===== config.mk =====
export PLATFORM = sky130hd
export DESIGN_NAME = trap_ctrl
export DESIGN_NICKNAME = d
export VERILOG_FILES = /design/src/rtl/trap_ctrl.sv
export SDC_FILE = /design/constraint.sdc
export NUM_CORES = 1
export LEC_CHECK = 0
export ABC_AREA = 1
export CORE_AREA = 4 4 124 126
export CTS_CLUSTER_DIAMETER = 40
export DETAILED_ROUTE_END_ITERATION = 8
export DIE_AREA = 0 0 128 130
export GPL_TIMING_DRIVEN = 1
export PLACE_DENSITY_LB_ADDON = 0.2
export SETUP_SLACK_MARGIN = 0.4
export SYNTH_ARGS = -nofsm -noshare
export SYNTH_HDL_FRONTEND = slang
export SYNTH_SLANG_ARGS = --single-unit

===== constraint.sdc =====
create_clock -name clk_i -period 1.8 [get_ports clk_i]
set_clock_uncertainty 0.1 [all_clocks]
set_input_delay 0.36 -clock clk_i [delete_from_list [all_inputs] [get_ports clk_i]]
set_output_delay 0.36 -clock clk_i [all_outputs]
set_load 0.005 [all_outputs]

===== src/rtl/trap_ctrl.sv =====
// Machine-mode trap sequencer: writes mepc/mcause/mstatus, then redirects.
// Optional vectored interrupt targets under `TRAP_VECTORED_EN.
module trap_ctrl #(
   parameter int CSR_AW = 12,
   parameter int XLEN   = 32
) (
   input  logic              clk_i,
   input  logic              rst_n_i,
   input  logic              exc_req_i,
   input  logic [3:0]        exc_cause_i,
   input  logic [XLEN-1:0]   exc_pc_i,
   input  logic              irq_i,
   input  logic [XLEN-1:0]   int_pc_i,
   input  logic              mret_i,
   input  logic [XLEN-1:0]   mtvec_i,
   input  logic [XLEN-1:0]   mepc_i,
   input  logic [XLEN-1:0]   mstatus_i,
   input  logic [XLEN-1:0]   mie_i,
   input  logic              ex_csr_we_i,
   input  logic [CSR_AW-1:0] ex_csr_waddr_i,
   input  logic [XLEN-1:0]   ex_csr_wdata_i,
   output logic              csr_we_o,
   output logic [CSR_AW-1:0] csr_waddr_o,
   output logic [XLEN-1:0]   csr_wdata_o,
   output logic              hold_o,
   output logic              jump_o,
   output logic [XLEN-1:0]   jump_addr_o
);

   typedef enum logic [2:0] {
      IDLE, W_MEPC, W_MCAUSE, W_MSTATUS, R_MSTATUS, JUMP
   } state_t;

   localparam logic [CSR_AW-1:0] A_MSTATUS = CSR_AW'(12'h300);
   localparam logic [CSR_AW-1:0] A_MEPC    = CSR_AW'(12'h341);
   localparam logic [CSR_AW-1:0] A_MCAUSE  = CSR_AW'(12'h342);

   state_t            r_state;
   state_t            w_next;
   logic [XLEN-1:0]   r_pc;
   logic [XLEN-1:0]   r_cause;
   logic              r_is_irq;
   logic              r_mret;

   logic              w_irq_pend;
   logic              w_idle;
   logic              w_acc_exc;
   logic              w_acc_irq;
   logic              w_acc_mret;
   logic              w_we;
   logic [CSR_AW-1:0] w_waddr;
   logic [XLEN-1:0]   w_wdata;
   logic              w_hold;
   logic              w_jump;
   logic [XLEN-1:0]   w_jaddr;
   logic [XLEN-1:0]   w_base;
   logic [XLEN-1:0]   w_trap_tgt;
   logic [XLEN-1:0]   w_ms_trap;
   logic [XLEN-1:0]   w_ms_mret;
   logic              w_unused;

   // an exe CSR write in flight defers the interrupt by a cycle
   assign w_irq_pend = irq_i & mstatus_i[3] & mie_i[11] & ~ex_csr_we_i;
   assign w_idle     = (r_state == IDLE);
   assign w_acc_exc  = w_idle & exc_req_i;
   assign w_acc_irq  = w_idle & ~exc_req_i & w_irq_pend;
   assign w_acc_mret = w_idle & ~exc_req_i & ~w_irq_pend & mret_i;

   assign w_base = {mtvec_i[XLEN-1:2], 2'b00};
`ifdef TRAP_VECTORED_EN
   assign w_trap_tgt = (mtvec_i[1:0] == 2'b01 && r_is_irq) ?
                       w_base + {r_cause[XLEN-3:0], 2'b00} : w_base;
`else
   assign w_trap_tgt = w_base;
`endif

   assign w_unused = ^{mie_i, mtvec_i[1:0], r_is_irq, r_cause};

   always_comb begin
      w_ms_trap        = mstatus_i;
      w_ms_trap[7]     = mstatus_i[3];
      w_ms_trap[3]     = 1'b0;
      w_ms_trap[12:11] = 2'b11;
      w_ms_mret        = mstatus_i;
      w_ms_mret[3]     = mstatus_i[7];
      w_ms_mret[7]     = 1'b1;
      w_ms_mret[12:11] = 2'b11;
   end

   always_comb begin
      w_next  = r_state;
      w_we    = 1'b0;
      w_waddr = '0;
      w_wdata = '0;
      w_hold  = 1'b0;
      w_jump  = 1'b0;
      w_jaddr = '0;
      unique case (r_state)
         IDLE: begin
            w_we    = ex_csr_we_i;
            w_waddr = ex_csr_waddr_i;
            w_wdata = ex_csr_wdata_i;
            if (exc_req_i) begin
               w_we   = 1'b0;
               w_hold = 1'b1;
               w_next = W_MEPC;
            end else if (w_irq_pend) begin
               w_hold = 1'b1;
               w_next = W_MEPC;
            end else if (mret_i) begin
               w_hold = 1'b1;
               w_next = R_MSTATUS;
            end
         end
         W_MEPC: begin
            w_we    = 1'b1;
            w_waddr = A_MEPC;
            w_wdata = r_pc;
            w_hold  = 1'b1;
            w_next  = W_MCAUSE;
         end
         W_MCAUSE: begin
            w_we    = 1'b1;
            w_waddr = A_MCAUSE;
            w_wdata = r_cause;
            w_hold  = 1'b1;
            w_next  = W_MSTATUS;
         end
         W_MSTATUS: begin
            w_we    = 1'b1;
            w_waddr = A_MSTATUS;
            w_wdata = w_ms_trap;
            w_hold  = 1'b1;
            w_next  = JUMP;
         end
         R_MSTATUS: begin
            w_we    = 1'b1;
            w_waddr = A_MSTATUS;
            w_wdata = w_ms_mret;
            w_hold  = 1'b1;
            w_next  = JUMP;
         end
         JUMP: begin
            w_hold  = 1'b1;
            w_jump  = 1'b1;
            w_jaddr = r_mret ? mepc_i : w_trap_tgt;
            w_next  = IDLE;
         end
         default: w_next = IDLE;
      endcase
   end

   always_ff @(posedge clk_i) begin
      if (!rst_n_i) begin
         r_state  <= IDLE;
         r_pc     <= '0;
         r_cause  <= '0;
         r_is_irq <= 1'b0;
         r_mret   <= 1'b0;
      end else begin
         r_state <= w_next;
         if (w_acc_exc) begin
            r_pc     <= exc_pc_i;
            r_cause  <= XLEN'(exc_cause_i);
            r_is_irq <= 1'b0;
            r_mret   <= 1'b0;
         end else if (w_acc_irq) begin
            r_pc     <= int_pc_i;
            r_cause  <= {1'b1, (XLEN-1)'(11)};
            r_is_irq <= 1'b1;
            r_mret   <= 1'b0;
         end else if (w_acc_mret) begin
            r_mret   <= 1'b1;
         end
      end
   end

   // reset forces every output low, independent of state
   assign csr_we_o    = rst_n_i & w_we;
   assign csr_waddr_o = csr_we_o ? w_waddr : '0;
   assign csr_wdata_o = csr_we_o ? w_wdata : '0;
   assign hold_o      = rst_n_i & w_hold;
   assign jump_o      = rst_n_i & w_jump;
   assign jump_addr_o = jump_o ? w_jaddr : '0;

endmodule


==> metrics.md <==
| Metric | Value |
|---|---|
| Clock Tree Buf Depth | 2 |
| DR iter-0 viols | ~520 |
| Dpl hpwl | 15100 um |
| Area of the mapped netlist | 3859 um2 |
| Die W | 128 um |
| Failing checks | negative setup slack |
| Ys flop type | dfxtp_1 |
| Design area | 9505 um2 |
| Worst EP arrival | 1.83 ns |
| Post-synth top area cell | nand2_1 |
| Syn nets | approximately 1000 |
| Largest net degree at the start of global routing | 37 |
| CTS tree | built |
| Peak VDD IR | roughly 0.55 mV |
| Overflow after GRT | 0 |
| Switch share | about 43% |
| Gpl congestion | 0.8632 |
| Commonest cells post-synth | 295 x nand2_1, 156 x nor2_1, 53 x nand3_1 |
| Slew Viols, Final | 0 |
| Synth top area share | about 29% |
| # rows | 44 |
| Clock Power Share | ~8.3% |
| Ys async rst share | 0% |
| H-tree lvl count | 2 |
| Starting density of the core | 26.96% |
| Final WS setup | -0.4859 ns |
| Fillers | 1203 |
| Cells after synthesis | 749 |
| Avg Cell Area, Syn | 5.152 um2 |
| Critical path class | register to output pin |
| Overall routed net length | 24650 um |
| IO Pins | 325 |
| DR pass1 iterations | 5 |
| Die ar. | 16640 um2 |
| Cell Pwr Density | approximately 1200 nW/um2 |
| Initial antenna violation count | 3 |
| CP Capture Type | output pin |
| RSZ-0062 raised after global routing | yes |
| Outcome | complete, but fails checks |
| Flop-to-flop setup slack | -0.11 ns |
| EDFF count, synth | 0 |
| Leak Pwr | roughly 4.5 nW |
| Worst slew pin tran | 0.4663 ns |
| Port bufs | approximately 290 |
| Fmax achieved | 437.5 MHz |
| Synth warnings | 0 |
| P_int | ~0.0062 W |
| Final Setup Violations | between 100 and 150 |
| Placed inst area | 7430 um2 |
| Area Growth Syn to Fin | 146.3% |
| Synth top area cells | nand2_1 29%, dfxtp_1 21%, nor2_1 15% |
| Clock-pin slew on the worst setup and hold paths | 0.06 ns |
| Data required, critical path | 1.34 ns |
| Most frequent cell after synthesis | nand2_1 |
| Layout Nets | 1397 |
| Final antenna-violating net count | 0 |
| Core Box Area | roughly 14000 um2 |
| Endpoints failing hold | 0 |
| Vias in the first global route | 6254 |
| Flops & latches, synth | 41 |
| Clock latency on the worst-skew pair | 0.29 ns |
| GRT Util Overall | 26.41% |
| Share of cells above drive strength 1 | 40.02% |
| Via count | 6557 |
| Net Switching | 0.004705 W |
| Max-cap viol count | 0 |
| Tmin final | 2.286 ns |
| Final core utilization | 66.41% |
| First-pass GRT wire length | between 30000 and 40000 um |
| Clock Sinks | a little over 40 |
| Clock root cell | clkbuf_16 |
| Die H | 130 um |
| Logic pwr share | 79.3% |
| Share of total power in sequential cells | 12.4% |
| Rel. slew slack | 68.91% |
| Distinct cells, synth | 24 |
| Fin crit share | 127.0% |
| Num CTS Buffers | 5 |
| Number of remaining DRC errors | 0 |
| Crit-path max FO | 7 |
| Vias per inst | 4.897 |
| Type of the worst min-delay path | register to register |
| CP startpoint kind | register |
| Register area share after synthesis | 21.27% |
| Drt wl/cell | 18.41 um |
-- critical path, cell delays in order (launching register included) --
cell,delay [ns]
dfxtp_4,0.38
inv_8,0.09
nor2_2,0.05
buf_4,0.14
a21oi_4,0.14
nand3_2,0.10
nand2_4,0.12
buf_12,0.12
buf_12,0.13
buf_6,0.11
nor2_2,0.03
buf_2,0.12
-- cells in the final DEF, fill, tap and decap left out, types with 32 or more instances in the layout --
master           instances
nand2_1                233
clkdlybuf4s50_1        206
nor2_1                 106
buf_2                   77
buf_6                   55
buf_4                   55
nand2_2                 47
dfxtp_1                 38
inv_1                   36
a21oi_2                 36
nand3_2                 35
nand4_1                 32
-- repair_timing --
item / in CTS / in global routing
pin swaps: 88 / 61
gates cloned: 19 / 0
setup endpoints to repair: 119 / 120
hold buffers: 0 / 0
gates resized for setup: 562 / 115
setup buffers: 62 / 7
-- flip-flops by register name, summed over array words and instances, names as in the netlist --
| signal | cells |
|---|---|
| r_pc | 32 |
| r_state | 3 |
| r_mret | 1 |
| r_cause | 5 |
-- per-stage QoR --
stage               TNS, ns  hold WS (ns)  power, W  setup slack, ns  cells
floorplan                 0        0.3371  0.003968           0.1914    749
global route         -33.93        0.3725   0.01147          -0.5185   1339
global placement     -56.90        0.3497  0.006258          -0.7033   1240
finish               -28.68        0.3544   0.01094          -0.4859   1339
detailed placement   -57.54        0.3610  0.006290          -0.7180   1240
CTS                  -24.24        0.3584   0.01002          -0.4039   1329
-- power by group through the flow --
| stage | combinational (W) | sequential [W] | clock [W] |
|---|---|---|---|
| floorplan | 0.00272 | 0.00125 | 0 |
| global placement | 0.00496 | 0.00130 | 0 |
| detailed placement | 0.00499 | 0.00130 | 0 |
| CTS | 0.00778 | 0.00133 | 0.000909 |
| global route | 0.00915 | 0.00138 | 0.000938 |
| finish | 0.00867 | 0.00136 | 0.000904 |
-- cells by family after synthesis --
kind of cell           Yosys count  share of synthesized area (%)
and+or+nand+nor                549                          58.62
buffers and inverters           99                          11.77
AOI/OAI and AO/OA               60                          8.333
DFF                             41                          21.27
-- per-layer routing --
| metal | vias to the layer above | share of wire [%] | track usage, % |
|---|---|---|---|
| li1 | 3168 | - | - |
| met1 | 3009 | 37 | 29.86 |
| met2 | 329 | 52 | 48.86 |
| met3 | 51 | 8.2 | 5.853 |
| met4 | 0 | 3.1 | 9.176 |
| met5 | - | 0 | 0 |
-- final timing paths --
path,cells after the start,from,end
setup / recovery,11,r_state[1],csr_wdata_o[0]
hold / removal,2,r_pc[3],r_pc[3]
hold reg to reg,2,r_pc[3],r_pc[3]
setup reg to reg,13,r_state[1],r_cause[1]
-- area by class of cell --
class / count / area [um2] / area share [%]
antenna: 3 / 7.507 / 0.07898
clock buffer: 7 / 132.6 / 1.395
clock inverter: 1 / 7.507 / 0.07898
inverter: 48 / 217.7 / 2.290
multi-input combinational: 609 / 3486 / 36.67
sequential: 41 / 832.0 / 8.753
tap: 184 / 230.2 / 2.422
timing repair buffer: 446 / 4592 / 48.31
Power figures use the tool's default switching activity.
